## config.mk

```make
export PLATFORM = sky130hd
export DESIGN_NAME = oam_dma_flat
export DESIGN_NICKNAME = d
export VERILOG_FILES = /design/src/rtl/gb_pkg.sv /design/src/rtl/oam_dma_if.sv /design/src/rtl/oam_dma.sv /design/src/flat_wrapper.sv
export SDC_FILE = /design/constraint.sdc
export NUM_CORES = 1
export LEC_CHECK = 0
export CAP_MARGIN = 20
export CORE_UTILIZATION = 50
export DETAILED_ROUTE_END_ITERATION = 10
export PLACE_DENSITY = 0.88
export SLEW_MARGIN = 20
export SYNTH_ARGS = -nofsm -noshare
export SYNTH_HDL_FRONTEND = slang
export SYNTH_SLANG_ARGS = --single-unit
export TNS_END_PERCENT = 1
```

## constraint.sdc

```tcl
create_clock -name clk -period 2.6 [get_ports clk]
set_input_delay 0.39 -clock clk [delete_from_list [all_inputs] [get_ports clk]]
set_output_delay 0.39 -clock clk [all_outputs]
set_load 0.02 [all_outputs]
```

## src/rtl/gb_pkg.sv

```systemverilog
// gb_pkg: shared DMG definitions used by the OAM DMA engine.
//   dma_state_t  - DMA engine states
//   OAM_BASE     - first OAM byte on the CPU bus
//   OAM_DMA_LEN  - bytes copied per DMA transfer
//   DMA_REG_ADDR - CPU address of the DMA start/page register
package gb_pkg;

    typedef enum logic [1:0] {
        IDLE  = 2'd0,
        SETUP = 2'd1,
        XFER  = 2'd2
    } dma_state_t;

    localparam logic [15:0] OAM_BASE     = 16'hFE00;
    localparam int          OAM_DMA_LEN  = 160;
    localparam logic [15:0] DMA_REG_ADDR = 16'hFF46;

endpackage

```

## src/rtl/oam_dma_if.sv

```systemverilog
// oam_dma_if: register, source-SRAM and OAM-write signals of the OAM DMA engine.
//   reg_we/reg_wdata/reg_rdata - FF46 write strobe, written page, readback
//   src_addr/src_re/src_data   - source SRAM read port (data one clk after re)
//   oam_addr/oam_wdata/oam_we  - OAM write port
//   busy                       - transfer active, CPU limited to HRAM
// Modports: master = DMA engine, slave = surrounding system.
interface oam_dma_if;
    logic        reg_we;
    logic [7:0]  reg_wdata;
    logic [7:0]  reg_rdata;
    logic [15:0] src_addr;
    logic        src_re;
    logic [7:0]  src_data;
    logic [7:0]  oam_addr;
    logic [7:0]  oam_wdata;
    logic        oam_we;
    logic        busy;

    modport master (
        input  reg_we, reg_wdata, src_data,
        output reg_rdata, src_addr, src_re, oam_addr, oam_wdata, oam_we, busy
    );

    modport slave (
        output reg_we, reg_wdata, src_data,
        input  reg_rdata, src_addr, src_re, oam_addr, oam_wdata, oam_we, busy
    );
endinterface

```

## src/rtl/oam_dma.sv

```systemverilog
// oam_dma: sprite-attribute DMA. A write to FF46 copies LEN bytes from page
// XX00.. into OAM, one byte every CYC_PER_BYTE clocks, after a one-byte setup.
// Ports: clk, rst_n (synchronous, active-low), bus (oam_dma_if.master).
// Build option OAM_DMA_ECHO_EN: fold source pages E0-FF onto C0-DF.
//
// state | meaning
// IDLE  | no transfer, busy low
// SETUP | CYC_PER_BYTE clocks of lead-in before the first byte
// XFER  | phase 0 reads source, phase 1 writes OAM, others idle
module oam_dma
    import gb_pkg::*;
#(
    parameter int LEN          = OAM_DMA_LEN,
    parameter int CYC_PER_BYTE = 4
) (
    input  logic      clk,
    input  logic      rst_n,
    oam_dma_if.master bus
);

    localparam int             PW       = $clog2(CYC_PER_BYTE);
    localparam logic [PW-1:0]  LAST_PH  = PW'(CYC_PER_BYTE - 1);
    localparam logic [PW-1:0]  WR_PH    = PW'(1);
    localparam logic [7:0]     LAST_IDX = 8'(LEN - 1);

    dma_state_t    state_q, state_d;
    logic [PW-1:0] phase_q, phase_d;
    logic [7:0]    idx_q, idx_d;
    logic [7:0]    page_q, page_d;
    logic [7:0]    rdata_q, rdata_d;
    logic [15:0]   src_addr_q, src_addr_d;
    logic          src_re_q, src_re_d;
    logic [7:0]    oam_addr_q, oam_addr_d;
    logic [7:0]    oam_wdata_q, oam_wdata_d;
    logic          oam_we_q, oam_we_d;
    logic          busy_q, busy_d;

    // Echo RAM E000-FDFF mirrors C000-DDFF: clearing address bit 13 folds it.
    function automatic logic [7:0] src_page(input logic [7:0] p);
`ifdef OAM_DMA_ECHO_EN
        return (p[7:5] == 3'b111) ? (p & 8'hDF) : p;
`else
        return p;
`endif
    endfunction

    always_comb begin
        state_d = state_q;
        phase_d = phase_q;
        idx_d   = idx_q;
        page_d  = page_q;
        rdata_d = rdata_q;

        // A register write restarts from any state and overrides the
        // terminal-phase exit, so busy never drops on a back-to-back start.
        if (bus.reg_we) begin
            state_d = SETUP;
            phase_d = '0;
            idx_d   = '0;
            page_d  = bus.reg_wdata;
            rdata_d = bus.reg_wdata;
        end else begin
            case (state_q)
                IDLE: ;
                SETUP: begin
                    if (phase_q == LAST_PH) begin
                        state_d = XFER;
                        phase_d = '0;
                        idx_d   = '0;
                    end else begin
                        phase_d = phase_q + 1'b1;
                    end
                end
                XFER: begin
                    if (phase_q == LAST_PH) begin
                        phase_d = '0;
                        if (idx_q == LAST_IDX) state_d = IDLE;
                        else                   idx_d   = idx_q + 8'd1;
                    end else begin
                        phase_d = phase_q + 1'b1;
                    end
                end
                default: state_d = IDLE;
            endcase
        end

        // Outputs are registered from the next-state view so each strobe is
        // aligned with the phase it belongs to; a restart suppresses them.
        src_re_d    = (state_d == XFER) && (phase_d == '0);
        src_addr_d  = src_re_d ? {src_page(page_d), idx_d} : src_addr_q;
        oam_we_d    = (state_d == XFER) && (phase_d == WR_PH);
        oam_addr_d  = oam_we_d ? idx_d : oam_addr_q;
        oam_wdata_d = oam_we_d ? bus.src_data : oam_wdata_q;
        busy_d      = (state_d != IDLE);
    end

    always_ff @(posedge clk) begin
        if (!rst_n) begin
            state_q     <= IDLE;
            phase_q     <= '0;
            idx_q       <= '0;
            page_q      <= '0;
            rdata_q     <= 8'hFF;
            src_addr_q  <= '0;
            src_re_q    <= 1'b0;
            oam_addr_q  <= '0;
            oam_wdata_q <= '0;
            oam_we_q    <= 1'b0;
            busy_q      <= 1'b0;
        end else begin
            state_q     <= state_d;
            phase_q     <= phase_d;
            idx_q       <= idx_d;
            page_q      <= page_d;
            rdata_q     <= rdata_d;
            src_addr_q  <= src_addr_d;
            src_re_q    <= src_re_d;
            oam_addr_q  <= oam_addr_d;
            oam_wdata_q <= oam_wdata_d;
            oam_we_q    <= oam_we_d;
            busy_q      <= busy_d;
        end
    end

    assign bus.reg_rdata = rdata_q;
    assign bus.src_addr  = src_addr_q;
    assign bus.src_re    = src_re_q;
    assign bus.oam_addr  = oam_addr_q;
    assign bus.oam_wdata = oam_wdata_q;
    assign bus.oam_we    = oam_we_q;
    assign bus.busy      = busy_q;

endmodule

```

## src/flat_wrapper.sv

```systemverilog
// flat-port wrapper written by rule: the top's interface ports become plain ports
module oam_dma_flat import gb_pkg::*;
#(
    parameter int LEN          = OAM_DMA_LEN,
    parameter int CYC_PER_BYTE = 4
)
  (clk, rst_n, bus_reg_we, bus_reg_wdata, bus_src_data, bus_reg_rdata, bus_src_addr, bus_src_re, bus_oam_addr, bus_oam_wdata, bus_oam_we, bus_busy);
  oam_dma_if bus_i ();
  input  logic clk;
  input  logic rst_n;
  input wire logic [$bits(bus_i.reg_we)-1:0] bus_reg_we;
  input wire logic [$bits(bus_i.reg_wdata)-1:0] bus_reg_wdata;
  input wire logic [$bits(bus_i.src_data)-1:0] bus_src_data;
  output wire logic [$bits(bus_i.reg_rdata)-1:0] bus_reg_rdata;
  output wire logic [$bits(bus_i.src_addr)-1:0] bus_src_addr;
  output wire logic [$bits(bus_i.src_re)-1:0] bus_src_re;
  output wire logic [$bits(bus_i.oam_addr)-1:0] bus_oam_addr;
  output wire logic [$bits(bus_i.oam_wdata)-1:0] bus_oam_wdata;
  output wire logic [$bits(bus_i.oam_we)-1:0] bus_oam_we;
  output wire logic [$bits(bus_i.busy)-1:0] bus_busy;
  assign bus_i.reg_we = bus_reg_we;
  assign bus_i.reg_wdata = bus_reg_wdata;
  assign bus_i.src_data = bus_src_data;
  assign bus_reg_rdata = bus_i.reg_rdata;
  assign bus_src_addr = bus_i.src_addr;
  assign bus_src_re = bus_i.src_re;
  assign bus_oam_addr = bus_i.oam_addr;
  assign bus_oam_wdata = bus_i.oam_wdata;
  assign bus_oam_we = bus_i.oam_we;
  assign bus_busy = bus_i.busy;
  oam_dma #(.LEN(LEN), .CYC_PER_BYTE(CYC_PER_BYTE)) u_core (.clk(clk), .rst_n(rst_n), .bus(bus_i));
endmodule
```

# After elaboration in Yosys (flattened, before gate mapping)

Index checks and enable logic that the tools add are counted.

Bits in registers: 63
Bits in latches: 0
Memory bits (writable): 0
Memory bits (read-only): 0
Input port bits: 19
Word-level logic and storage cells: 39
Memories kept: 0

$add $sub $neg: 2
$mul: 0
Divide/modulo/power cells: 0
$lt $le $gt $ge: 0
Equal/unequal tests: 6
Shifts and indexed selects: 0
Mux-type cells: 14
Bitwise operators: 0
Reduce and logical (&&, ||, !) cells: 6

Operators by type and width:

| operator            | number |
|---|---|
| $mux 8              | 5 |
| $pmux 8 s2          | 1 |
| $mux 2              | 7 |
| $add 8x1->8 const B | 1 |
| $eq 8x8->1 const B  | 1 |
| $eq 2x2->1 const B  | 3 |
| $pmux 2 s3          | 1 |
| $eq 2x1->1 const B  | 2 |
| $logic_not 2->1     | 2 |
| $add 2x1->2 const B | 1 |
| $logic_and 1x1->1   | 2 |
| $reduce_bool 2->1   | 1 |
| $reduce_or 2->1     | 1 |

# Depth between registers and ports, before layout

Gate-level depths: netlist (run 1).

Depth after elaboration: 7
Gate-level depth with buffers: 9

# Worst setup path before layout (run 1)

No wires, ideal clock.

Path type: register to register
Start: register u_core.state_q[0]
End: register u_core.src_addr_q[15] (netlist: u_core.bus.src_addr[15])
Library setup time: 121 ps
Arrival time: 2264 ps
Required time: 2479 ps
Path slack: 215 ps
Cell stages (with the launch flop): 10
Path buffers: 2
Cell sequence: dfxtp_1 -> inv_1 -> ha_1 -> buf_6 -> mux2_4 -> a211oi_2 -> o21ai_2 -> nor3_4 -> buf_6 -> mux2_2

Word-level cells in the longest chain between the ends: 6
Elaborated cells on any way between the ends: 14

RTL lines:

| element                                       | RTL line       | text |
|---|---|---|
| from (decl)                                   | oam_dma.sv:26  | `dma_state_t state_q, state_d;` |
| from (signal assigned)                        | oam_dma.sv:111 | `state_q <= state_d;` |
| $mux 2 (tied with other cells)                | oam_dma.sv:77  | `if (idx_q == LAST_IDX) state_d = IDLE;` |
| $mux 2 or $reduce_or 2->1 (tied branches)     | -              |  |
| $pmux 2 s3 or $mux 2 (tied branches)          | -              |  |
| $mux 2                                        | oam_dma.sv:56  | `if (bus.reg_we) begin` |
| $eq 2x2->1 or $logic_not 2->1 (tied branches) | oam_dma.sv:89  | `src_re_d = (state_d == XFER) && (phase_d == '0);` |
| $logic_and 1x1->1 (*)                         | oam_dma.sv:89  |  |
| to (signal assigned)                          | oam_dma.sv:116 | `src_addr_q <= src_addr_d;` |
| to (decl)                                     | oam_dma.sv:31  | `logic [15:0] src_addr_q, src_addr_d;` |

Every way passes the cells marked *; elsewhere a longest branch is shown, timed or not.
A chain may end at the register's enable or synchronous reset.

# Worst setup path after layout (run 1)

Start: register u_core.state_q[1]
End: register u_core.src_addr_q[14] (netlist: u_core.bus.src_addr[14])

The elaborated chain is that of the path after synthesis.

==> impl_metrics.env, run 1 <==
export IMPL_status="finished, final reports clean"
export IMPL_die_w_um=75.7
export IMPL_track_usage=0.218
export IMPL_syn_inst=282
export IMPL_peakVddDrop_v=0.000421
export IMPL_io_pins=62
export IMPL_synth_xor_area_frac=0
export IMPL_yosysSeqAreaShare=0.464
export IMPL_r2r_start="u_core.state_q[1]"
export IMPL_root_buffer="clkbuf_8"
export IMPL_yosys_area_share_simple=0.233
export IMPL_grt_pass1_wl_um=9290
export IMPL_fmax_mhz=418
export IMPL_cts_resized=0
export IMPL_n_antenna_cell=0
export IMPL_post_route_drc_count=0
export IMPL_cts_tree="done"
export IMPL_pwr_share_seq=0.464
export IMPL_die_h_um=75.7
export IMPL_rsz0062_at_grt="no"
export IMPL_antenna_left=0
export IMPL_vias=2124
export IMPL_whs_path_depth=2
export IMPL_synth_edf_count=0
export IMPL_fin_tns_setup_ps=0
export IMPL_slowest_delay_ps=420
export IMPL_synth_net_count=307
export IMPL_critPathCaptureType="flip-flop"
export IMPL_postCtsHoldBufs=0
export IMPL_netlist_area_um2=2720
export IMPL_muxShareOfSynthArea=0.139
export IMPL_cts_sinks=63
export IMPL_netlist_area_leader_share=0.464
export IMPL_synth_warnings=0
export IMPL_fin_nets=368
export IMPL_hp_class="in -> reg"
export IMPL_post_place_ws_ps=212
export IMPL_synth_cell_types=42
export IMPL_cap_violations=0
export IMPL_drive_above_1_share=0.121
export IMPL_fin_crit_ps=2390
export IMPL_final_fill_count=371
export IMPL_yosys_top_cells_area="dfxtp_1 (46%), mux2i_1 (9.6%), nand2_1 (6.6%)"
export IMPL_drv_slew=0
export IMPL_critPathLaunchType="flip-flop"
export IMPL_cts_buffer_depth=2
export IMPL_worst_pin_slew_ps=467
export IMPL_timing_final_ws_setup_ps=206
export IMPL_power_density_nw_per_um2=590
export IMPL_grt_max_degree=37
export IMPL_synth_largest_area_cell="dfxtp_1"
export IMPL_cp_cell_sequence="inv_1, ha_1, mux2_4, a211oi_2, o21ai_2, nor3_4, buf_12, mux2_2"
export IMPL_cts_buffers=9
export IMPL_rrSetupSlack_ps=210
export IMPL_viasPerCell=5.08
export IMPL_crit_slowest_cell="ha_1"
export IMPL_pwr_share_clk=0.468
export IMPL_power_internal_mw=1.70
export IMPL_synthAdderAreaFrac=0.0276
export IMPL_dr_first_iter_drc_count=137
export IMPL_worst_ep_arrival_time_ps=2620
export IMPL_r2r_cells=8
export IMPL_dr_pass1_iters=4
export IMPL_min_from="rst_n"
export IMPL_clk_latency_ps=330
export IMPL_grt_pass1_vias=2020
export IMPL_rows=26
export IMPL_portBuffers=61
export IMPL_initial_utilization=0.526
export IMPL_synthArstFlopShare=0
export IMPL_synth_flop_cell="dfxtp_1"
export IMPL_crit_fanout=17
export IMPL_required_ps=2820
export IMPL_ys_top_cells_by_count="dfxtp_1 (63), nand2_1 (48), mux2i_1 (26)"
export IMPL_h_tree_depth=3
export IMPL_final_setup_viol_count=0
export IMPL_p_switching_mw=0.440
export IMPL_synth_seq_cells=63
export IMPL_p_leak_nw=1.43
export IMPL_yosysMostFrequentCell="dfxtp_1"
export IMPL_min_to="u_core.bus.reg_rdata[2]"
export IMPL_place_hpwl_um=3800
export IMPL_place_congestion=0.824
export IMPL_die_area_um2=5740
export IMPL_clock_skew_ps=8.42
export IMPL_wl_per_cell_um=13.4
export IMPL_cts_clk_slew_worst_paths_ps=70
export IMPL_synth_compound_area_frac=0.0897
export IMPL_wl_um=5620
export IMPL_cts_setup_buffers=0
export IMPL_combPwrFrac=0.068
export IMPL_core_um2=5170
export IMPL_syn_to_final_growth_pct=33.4
export IMPL_synth_top_family_by_area="simple AND/OR/NAND/NOR gates"
export IMPL_grt_ovfl_total=0
export IMPL_critPathKind="reg -> reg"
export IMPL_r2r_end="u_core.bus.src_addr[14]"
export IMPL_power_switching_share=0.206
export IMPL_fin_crit_sh=0.921
export IMPL_hold_viol_final=0
export IMPL_grt_antenna_before_repair=0
export IMPL_synth_area_per_cell_um2=9.64
export IMPL_max_slew_margin=0.687
==> layout make-up <==
type,instances,area [um^2],area share
clock inverter,2,60.1,0.0166
clock buffer,14,183,0.0504
sequential,63,1260,0.348
timing repair buffer,65,661,0.182
inverter,12,45.0,0.0124
tap,70,87.6,0.0241
multi-input combinational,192,1330,0.367
==> sequential cells by signal (all words and copies together), names as in the netlist <==
name and count:
u_core.bus.busy 1, u_core.bus.oam_addr 8, u_core.bus.oam_wdata 8, u_core.bus.oam_we 1
u_core.bus.reg_rdata 8, u_core.bus.src_addr 16, u_core.bus.src_re 1, u_core.idx_q 8
u_core.page_q 8, u_core.phase_q 2, u_core.state_q 2
==> power groups by stage <==
stage / combinational, mW / clock, mW / sequential (mW)
2_1_floorplan: 0.0727 / 0 / 1.03
6_report: 0.145 / 1.00 / 0.993
3_5_place_dp: 0.145 / 0 / 1.01
5_1_grt: 0.160 / 1.06 / 0.994
3_3_place_gp: 0.141 / 0 / 1.01
4_1_cts: 0.146 / 1.02 / 0.993
==> worst max path at each step <==
stage                                          to  cells after the start  slack (ps)         startpoint
final                     u_core.bus.src_addr[14]                      8         210  u_core.state_q[1]
after global routing      u_core.bus.src_addr[12]                      8          80  u_core.state_q[1]
after CTS                 u_core.bus.src_addr[14]                      8         190  u_core.state_q[1]
after detailed placement  u_core.bus.src_addr[14]                      8         210  u_core.state_q[1]
after global placement    u_core.bus.src_addr[12]                      8         300  u_core.state_q[0]
after floorplan           u_core.bus.src_addr[15]                      9         210  u_core.state_q[0]
==> cell usage in the layout, fill, tap and decap left out, types with 2 or more instances in the layout <==
cell             netlist  routed
and2_1                12      12
mux2_2                 9       9
bufinv_16              0       2
nand2b_1              18      18
nand3b_1               2       2
a21oi_1                5       5
nor2b_1                3       3
mux2i_1               26      26
nor2_1                 7       7
clkbuf_8               0      13
and3_1                 2       2
o21a_1                 2       2
inv_1                 12      12
buf_12                 0       2
nor3_1                 2       2
ha_1                   6       6
or2_2                  2       2
a21boi_0               9       9
clkdlybuf4s50_1        0      60
nand3_1               11      11
nor3_4                 2       2
a31oi_1                2       2
nand2_1               48      48
buf_4                  1       2
dfxtp_1               63      63
o21ai_0                6       6
==> cell families (layout without fill, tap and decap cells) <==
family | after synthesis | after routing
AOI/OAI and AO/OA | 34 | 34
muxes | 36 | 36
and+or+nand+nor | 116 | 116
DFF | 63 | 63
buffers and inverters | 27 | 93
adders and majority gates | 6 | 6
==> worst max-delay path: cells and delay by family (launching register included) <==
family	cells	cell delay, ps
mux	2	680
fa+ha+maj	1	420
flops	1	380
compound gates	2	350
buf+inv	2	270
simple gates	1	170
==> per-stage QoR <==
stage / utilization / hold slack, ps / power [mW] / instance area [um^2] / instances
floorplan: - / 461 / 1.10 / 2720 / 282
global placement: 0.654 / 443 / 1.15 / 3380 / 402
detailed placement: 0.654 / 452 / 1.16 / 3380 / 402
CTS: 0.701 / 438 / 2.15 / 3630 / 418
global route: 0.701 / 470 / 2.21 / 3630 / 418
finish: 0.701 / 446 / 2.14 / 3630 / 418
==> layer usage <==
metal | GRT usage | vias to the layer above | wire length [um]
li1 | - | 1071 | -
met1 | 0.284 | 999 | 2550
met2 | 0.352 | 44 | 2790
met3 | 0.0384 | 10 | 187
met4 | 0.0988 | 0 | 97
met5 | 0 | - | 0
No activity file was read; power rests on OpenSTA's default activity.
==> run 2: changes to the inputs <==
--- a/config.mk
+++ b/config.mk
@@ -7,8 +7,10 @@
 export LEC_CHECK = 0
 export CAP_MARGIN = 20
 export CORE_UTILIZATION = 50
+export CTS_CLUSTER_DIAMETER = 120
 export DETAILED_ROUTE_END_ITERATION = 10
 export PLACE_DENSITY = 0.88
+export REMOVE_ABC_BUFFERS = 1
 export SLEW_MARGIN = 20
 export SYNTH_ARGS = -nofsm -noshare
 export SYNTH_HDL_FRONTEND = slang
==> run 2 against run 1 <==
Net effect: total power shrank 9.3%; first-iteration DRC count shrank 32%; combinational power is essentially flat; largest power group is now registers.
==> impl_metrics.env, run 2 (synthesis gave the netlist of run 1 again) <==
export IMPL_status="finished, final reports clean"
export IMPL_seq_area_um2=1260
export IMPL_clock_skew_ps=6.22
export IMPL_postCtsHoldBufs=0
export IMPL_cts_setup_buffers=0
export IMPL_required_ps=2810
export IMPL_peakVddDrop_v=0.000385
export IMPL_core_um2=5170
export IMPL_min_to="u_core.idx_q[6]"
export IMPL_rsz0062_at_grt="no"
export IMPL_critPathCaptureType="flip-flop"
export IMPL_track_usage=0.220
export IMPL_post_route_drc_count=0
export IMPL_crit_fanout=12
export IMPL_cts_resized=0
export IMPL_cts_tree="done"
export IMPL_hold_viol_final=0
export IMPL_max_slew_margin=0.690
export IMPL_place_congestion=0.858
export IMPL_busiest_layer="met2"
export IMPL_fin_nets=372
export IMPL_grt_max_degree=33
export IMPL_whs_path_depth=3
export IMPL_multiInputGateArea_um2=1330
export IMPL_path_buf_inv=2
export IMPL_r2r_cells=8
export IMPL_die_w_um=75.7
export IMPL_syn_to_final_growth_pct=31.7
export IMPL_worst_ep_arrival_time_ps=2620
export IMPL_fin_crit_sh=0.925
export IMPL_n_antenna_cell=0
export IMPL_crit_slowest_cell="ha_1"
export IMPL_grt_antenna_before_repair=0
export IMPL_final_setup_viol_count=0
export IMPL_initial_utilization=0.526
export IMPL_cts_buffer_depth=2
export IMPL_cts_sinks=63
export IMPL_wl_um=5670
export IMPL_min_from="rst_n"
export IMPL_die_h_um=75.7
export IMPL_grt_util_met3=0.0516
export IMPL_portBuffers=61
export IMPL_critPathTopFamily="multiplexers"
export IMPL_h_tree_depth=3
export IMPL_cap_violations=0
export IMPL_dr_first_iter_drc_count=93
export IMPL_power_switching_share=0.218
export IMPL_p_leak_nw=1.41
export IMPL_antenna_left=0
export IMPL_cts_clk_slew_worst_paths_ps=70
export IMPL_p_switching_mw=0.424
export IMPL_final_fill_count=388
export IMPL_place_hpwl_um=3920
export IMPL_power_density_nw_per_um2=542
export IMPL_cts_buffers=9
export IMPL_power_internal_mw=1.52
export IMPL_r2r_start="u_core.state_q[0]"
export IMPL_critPathLaunchType="flip-flop"
export IMPL_grt_use_met2=0.359
export IMPL_worst_pin_slew_ps=461
export IMPL_grt_ovfl_total=0
export IMPL_pwr_share_seq=0.512
export IMPL_io_pins=62
export IMPL_pwr_share_clk=0.412
export IMPL_fmax_mhz=416
export IMPL_drive_above_1_share=0.120
export IMPL_viasPerCell=5.08
export IMPL_dr_pass1_iters=4
export IMPL_vias=2135
export IMPL_fin_tns_setup_ps=0
export IMPL_combPwrFrac=0.077
export IMPL_fin_crit_ps=2400
export IMPL_r2r_end="u_core.bus.src_addr[15]"
export IMPL_wl_per_cell_um=13.5
export IMPL_mostFrequentLayoutCells="dfxtp_1 (63), clkdlybuf4s50_1 (60), nand2_1 (48)"
export IMPL_grt_pass1_wl_um=9340
export IMPL_rrSetupSlack_ps=200
export IMPL_grtUsageMet1=0.269
export IMPL_critPathKind="reg -> reg"
export IMPL_rows=26
export IMPL_clk_latency_ps=330
export IMPL_cp_cell_sequence="inv_1, ha_1, mux2_4, a211oi_2, o21ai_2, nor3_4, buf_4, mux2_2"
export IMPL_die_area_um2=5740
export IMPL_root_buffer="clkbuf_8"
export IMPL_fin_hold_ws_ps=423
export IMPL_drv_slew=0
export IMPL_hp_class="in -> reg"
export IMPL_largest_reg_flops=16
export IMPL_slowest_delay_ps=420
export IMPL_grt_pass1_vias=2077
export IMPL_final_common_cell="dfxtp_1"
==> run 2: routing by layer <==
metal | part of all wire | vias up
met2 | 0.49 | 60
met1 | 0.44 | 985
met3 | 0.051 | 14
met5 | 0 | -
met4 | 0.018 | 0
li1 | - | 1076
==> run 2: tightest hold or removal path: cells and delay by family <==
family	cells	cell delay, ps
buf+inv	2	180
compound gates	1	140
==> run 2: how the worst max path moves through the flow <==
stage,startpoint,to,slack (ps),cells after the start
finish,u_core.state_q[0],u_core.bus.src_addr[15],200,8
detailed placement,u_core.state_q[0],u_core.bus.src_addr[9],200,8
CTS,u_core.state_q[0],u_core.bus.src_addr[9],200,8
global route,u_core.state_q[1],u_core.bus.src_addr[15],20,8
floorplan,u_core.state_q[0],u_core.bus.oam_addr[0],60,7
global placement,u_core.state_q[1],u_core.bus.src_addr[13],280,8
==> run 2: power by group through the flow <==
stage / Sequential (mW) / Combinational [mW] / Clock, mW
final: 0.993 / 0.148 / 0.798
after global routing: 0.994 / 0.163 / 0.851
after CTS: 0.993 / 0.149 / 0.814
after detailed placement: 1.01 / 0.147 / 0
after global placement: 1.01 / 0.144 / 0
after floorplan: 1.03 / 0.0553 / 0
==> run 2: final cells by class <==
| cell class | instances | area share |
|---|---|---|
| Multi-Input combinational cell | 192 | 0.371 |
| Sequential cell | 63 | 0.352 |
| Clock inverter | 1 | 0.00839 |
| Tap cell | 70 | 0.0245 |
| Inverter | 12 | 0.0126 |
| Timing Repair Buffer | 69 | 0.189 |
| Clock buffer | 13 | 0.0416 |
==> run 2: through the flow <==
stage                     cell area [um^2]  power [mW]   util  instances  setup WS (ps)
after floorplan                       2640        1.08      -        267           55.9
final                                 3580        1.94  0.692        420            195
after detailed placement              3400        1.16  0.658        406            204
after global routing                  3580        2.01  0.692        420           20.1
after global placement                3400        1.16  0.658        406            283
after CTS                             3580        1.96  0.692        420            196
==> run 3: changes to the inputs <==
--- a/config.mk
+++ b/config.mk
@@ -6,11 +6,14 @@
 export NUM_CORES = 1
 export LEC_CHECK = 0
 export CAP_MARGIN = 20
-export CORE_UTILIZATION = 50
+export CELL_PAD_IN_SITES_DETAIL_PLACEMENT = 0
+export CELL_PAD_IN_SITES_GLOBAL_PLACEMENT = 1
+export CORE_UTILIZATION = 38
 export CTS_CLUSTER_DIAMETER = 120
 export DETAILED_ROUTE_END_ITERATION = 10
 export PLACE_DENSITY = 0.88
 export REMOVE_ABC_BUFFERS = 1
+export SETUP_SLACK_MARGIN = 0.3
 export SLEW_MARGIN = 20
 export SYNTH_ARGS = -nofsm -noshare
 export SYNTH_HDL_FRONTEND = slang
==> run 3 against run 2 <==
Net effect: non-clock buffer count rose by 7; total power fell by 1.8%; routed wire length fell by 2.0%; sequential power hardly changed; design area increased by 3.7%; via count up 0.80%; worst setup slack better by 180 ps; maximum frequency increased by 8.2%; critical path depth grew 2; core utilization down 15 points; clock power down 5.3%; combinational power up 5%.
==> impl_metrics.env, run 3 (synthesis gave the netlist of run 1 again) <==
export IMPL_io_pins=62
export IMPL_worst_ep_arrival_time_ps=2470
export IMPL_r2r_end="u_core.bus.oam_addr[3]"
export IMPL_dr_first_iter_drc_count=101
export IMPL_drive_above_1_share=0.162
export IMPL_power_internal_mw=1.46
export IMPL_crit_fanout=8
export IMPL_critPathCaptureType="flip-flop"
export IMPL_wl_um=5560
export IMPL_track_usage=0.158
export IMPL_grt_antenna_before_repair=0
export IMPL_r2r_cells=10
export IMPL_placed_cell_area_um2=3420
export IMPL_design_area_um2=3710
export IMPL_syn_to_final_growth_pct=36.5
export IMPL_slowest_delay_ps=320
export IMPL_dr_pass1_iters=4
export IMPL_whs_path_depth=2
export IMPL_rrSetupSlack_ps=380
export IMPL_required_ps=2850
export IMPL_cts_sinks=63
export IMPL_wl_per_cell_um=12.2
export IMPL_cp_cell_sequence="inv_1, ha_4, mux2_4, a211oi_2, o21ai_2, buf_6, nor4_4, buf_4, clkbuf_16, mux2i_1"
export IMPL_viasPerCell=4.73
export IMPL_pwr_share_clk=0.397
export IMPL_largest_reg_flops=16
export IMPL_worst_pin_slew_ps=466
export IMPL_cts_buffers=9
export IMPL_initial_utilization=0.396
export IMPL_final_common_cell="dfxtp_1"
export IMPL_crit_slowest_cell="dfxtp_2"
export IMPL_fin_tns_setup_ps=0
export IMPL_grt_pass1_wl_um=9140
export IMPL_final_setup_viol_count=0
export IMPL_grt_max_degree=54
export IMPL_mostFrequentLayoutCells="dfxtp_1 (61), clkdlybuf4s50_1 (60), nand2_1 (48)"
export IMPL_clock_skew_ps=6.92
export IMPL_cap_violations=0
export IMPL_hold_viol_final=0
export IMPL_place_congestion=0.834
export IMPL_drv_slew=0
export IMPL_die_h_um=86.6
export IMPL_fin_nets=379
export IMPL_fmax_mhz=450
export IMPL_cts_tree="done"
export IMPL_combPwrFrac=0.082
export IMPL_n_antenna_cell=0
export IMPL_p_switching_mw=0.445
export IMPL_max_slew_margin=0.689
export IMPL_power_switching_share=0.234
export IMPL_antenna_left=0
export IMPL_clk_latency_ps=330
export IMPL_grt_ovfl_total=0
export IMPL_critPathKind="reg -> reg"
export IMPL_pwr_share_seq=0.521
export IMPL_p_leak_nw=1.45
export IMPL_min_from="rst_n"
export IMPL_grt_pass1_vias=1996
export IMPL_post_route_drc_count=0
export IMPL_die_w_um=86.6
export IMPL_vias=2152
export IMPL_rows=30
export IMPL_status="finished, final reports clean"
export IMPL_h_tree_depth=3
export IMPL_root_buffer="clkbuf_8"
export IMPL_core_um2=6870
export IMPL_min_to="u_core.bus.reg_rdata[5]"
export IMPL_fin_crit_ps=2220
export IMPL_peakVddDrop_v=0.000240
export IMPL_die_area_um2=7500
export IMPL_portBuffers=61
export IMPL_power_density_nw_per_um2=513
export IMPL_cts_buffer_depth=2
export IMPL_rsz0062_at_grt="yes"
export IMPL_fin_crit_sh=0.855
export IMPL_r2r_start="u_core.state_q[1]"
export IMPL_critPathLaunchType="flip-flop"
export IMPL_cts_clk_slew_worst_paths_ps=70
export IMPL_place_hpwl_um=3750
export IMPL_hp_class="in -> reg"
==> run 3: cell types whose count changed in the layout (fill, tap and decap cells not counted), sizes merged <==
cell | previous run | this run
clkinvlp | 0 | 1
clkbuf | 13 | 14
clkinv | 0 | 2
bufinv | 1 | 0
buf | 9 | 15
==> run 3: cell type report <==
cell class | count | area, um^2
clock buffer | 13 | 159
clock inverter | 3 | 17.5
fill | 616 | 3160
inverter | 12 | 45.0
multi-input combinational | 192 | 1350
sequential | 63 | 1260
tap | 96 | 120
timing repair buffer | 76 | 759
==> run 3: power by group through the flow <==
stage / sequential [mW] / clock (mW) / combinational, mW
2_1_floorplan: 1.03 / 0 / 0.0553
3_3_place_gp: 1.01 / 0 / 0.143
3_5_place_dp: 1.01 / 0 / 0.144
4_1_cts: 0.992 / 0.783 / 0.150
5_1_grt: 0.994 / 0.822 / 0.171
6_report: 0.992 / 0.756 / 0.156
==> run 3: what timing repair did <==
| action | CTS | global route |
|---|---|---|
| setup endpoints to repair | 10 | 30 |
| hold buffers | 0 | 0 |
| pin swaps | 1 | 3 |
| resized for setup | 7 | 4 |
| setup buffers | 2 | 5 |
| gates cloned | 1 | 1 |
==> run 3: layer usage <==
layer,track usage,part of all wire,vias up
li1,-,-,1090
met1,0.206,0.47,1001
met2,0.224,0.45,51
met3,0.0429,0.053,10
met4,0.115,0.028,0
met5,0,0,-
==> run 3: worst max-delay path: cells and delay by family (launching register included) <==
kind                     cells  cell delay, ps
buffers and inverters        4             580
adder cells (fa/ha/maj)      1             300
AND/OR/NAND/NOR              1             190
AO/OA/AOI/OAI                2             280
flip-flops                   1             320
multiplexers                 2             490
==> run 3: stage by stage <==
step	setup slack, ps	std cells	hold slack, ps	power [mW]	utilization
6_report	378	455	356	1.90	0.540
3_5_place_dp	209	430	446	1.16	0.498
3_3_place_gp	278	430	441	1.16	0.498
5_1_grt	271	455	366	1.99	0.540
4_1_cts	310	449	351	1.93	0.530
2_1_floorplan	55.9	267	460	1.08	-
==> run 3: worst max-delay path by stage <==
stage	start	to	slack, ps	depth (start not counted)
floorplan	u_core.state_q[0]	u_core.bus.oam_addr[0]	60	7
global placement	u_core.state_q[1]	u_core.bus.src_addr[15]	280	8
detailed placement	u_core.state_q[0]	u_core.bus.src_addr[10]	210	8
CTS	u_core.state_q[1]	u_core.bus.src_addr[10]	310	8
global route	u_core.state_q[1]	u_core.bus.oam_addr[6]	270	10
finish	u_core.state_q[1]	u_core.bus.oam_addr[3]	380	10
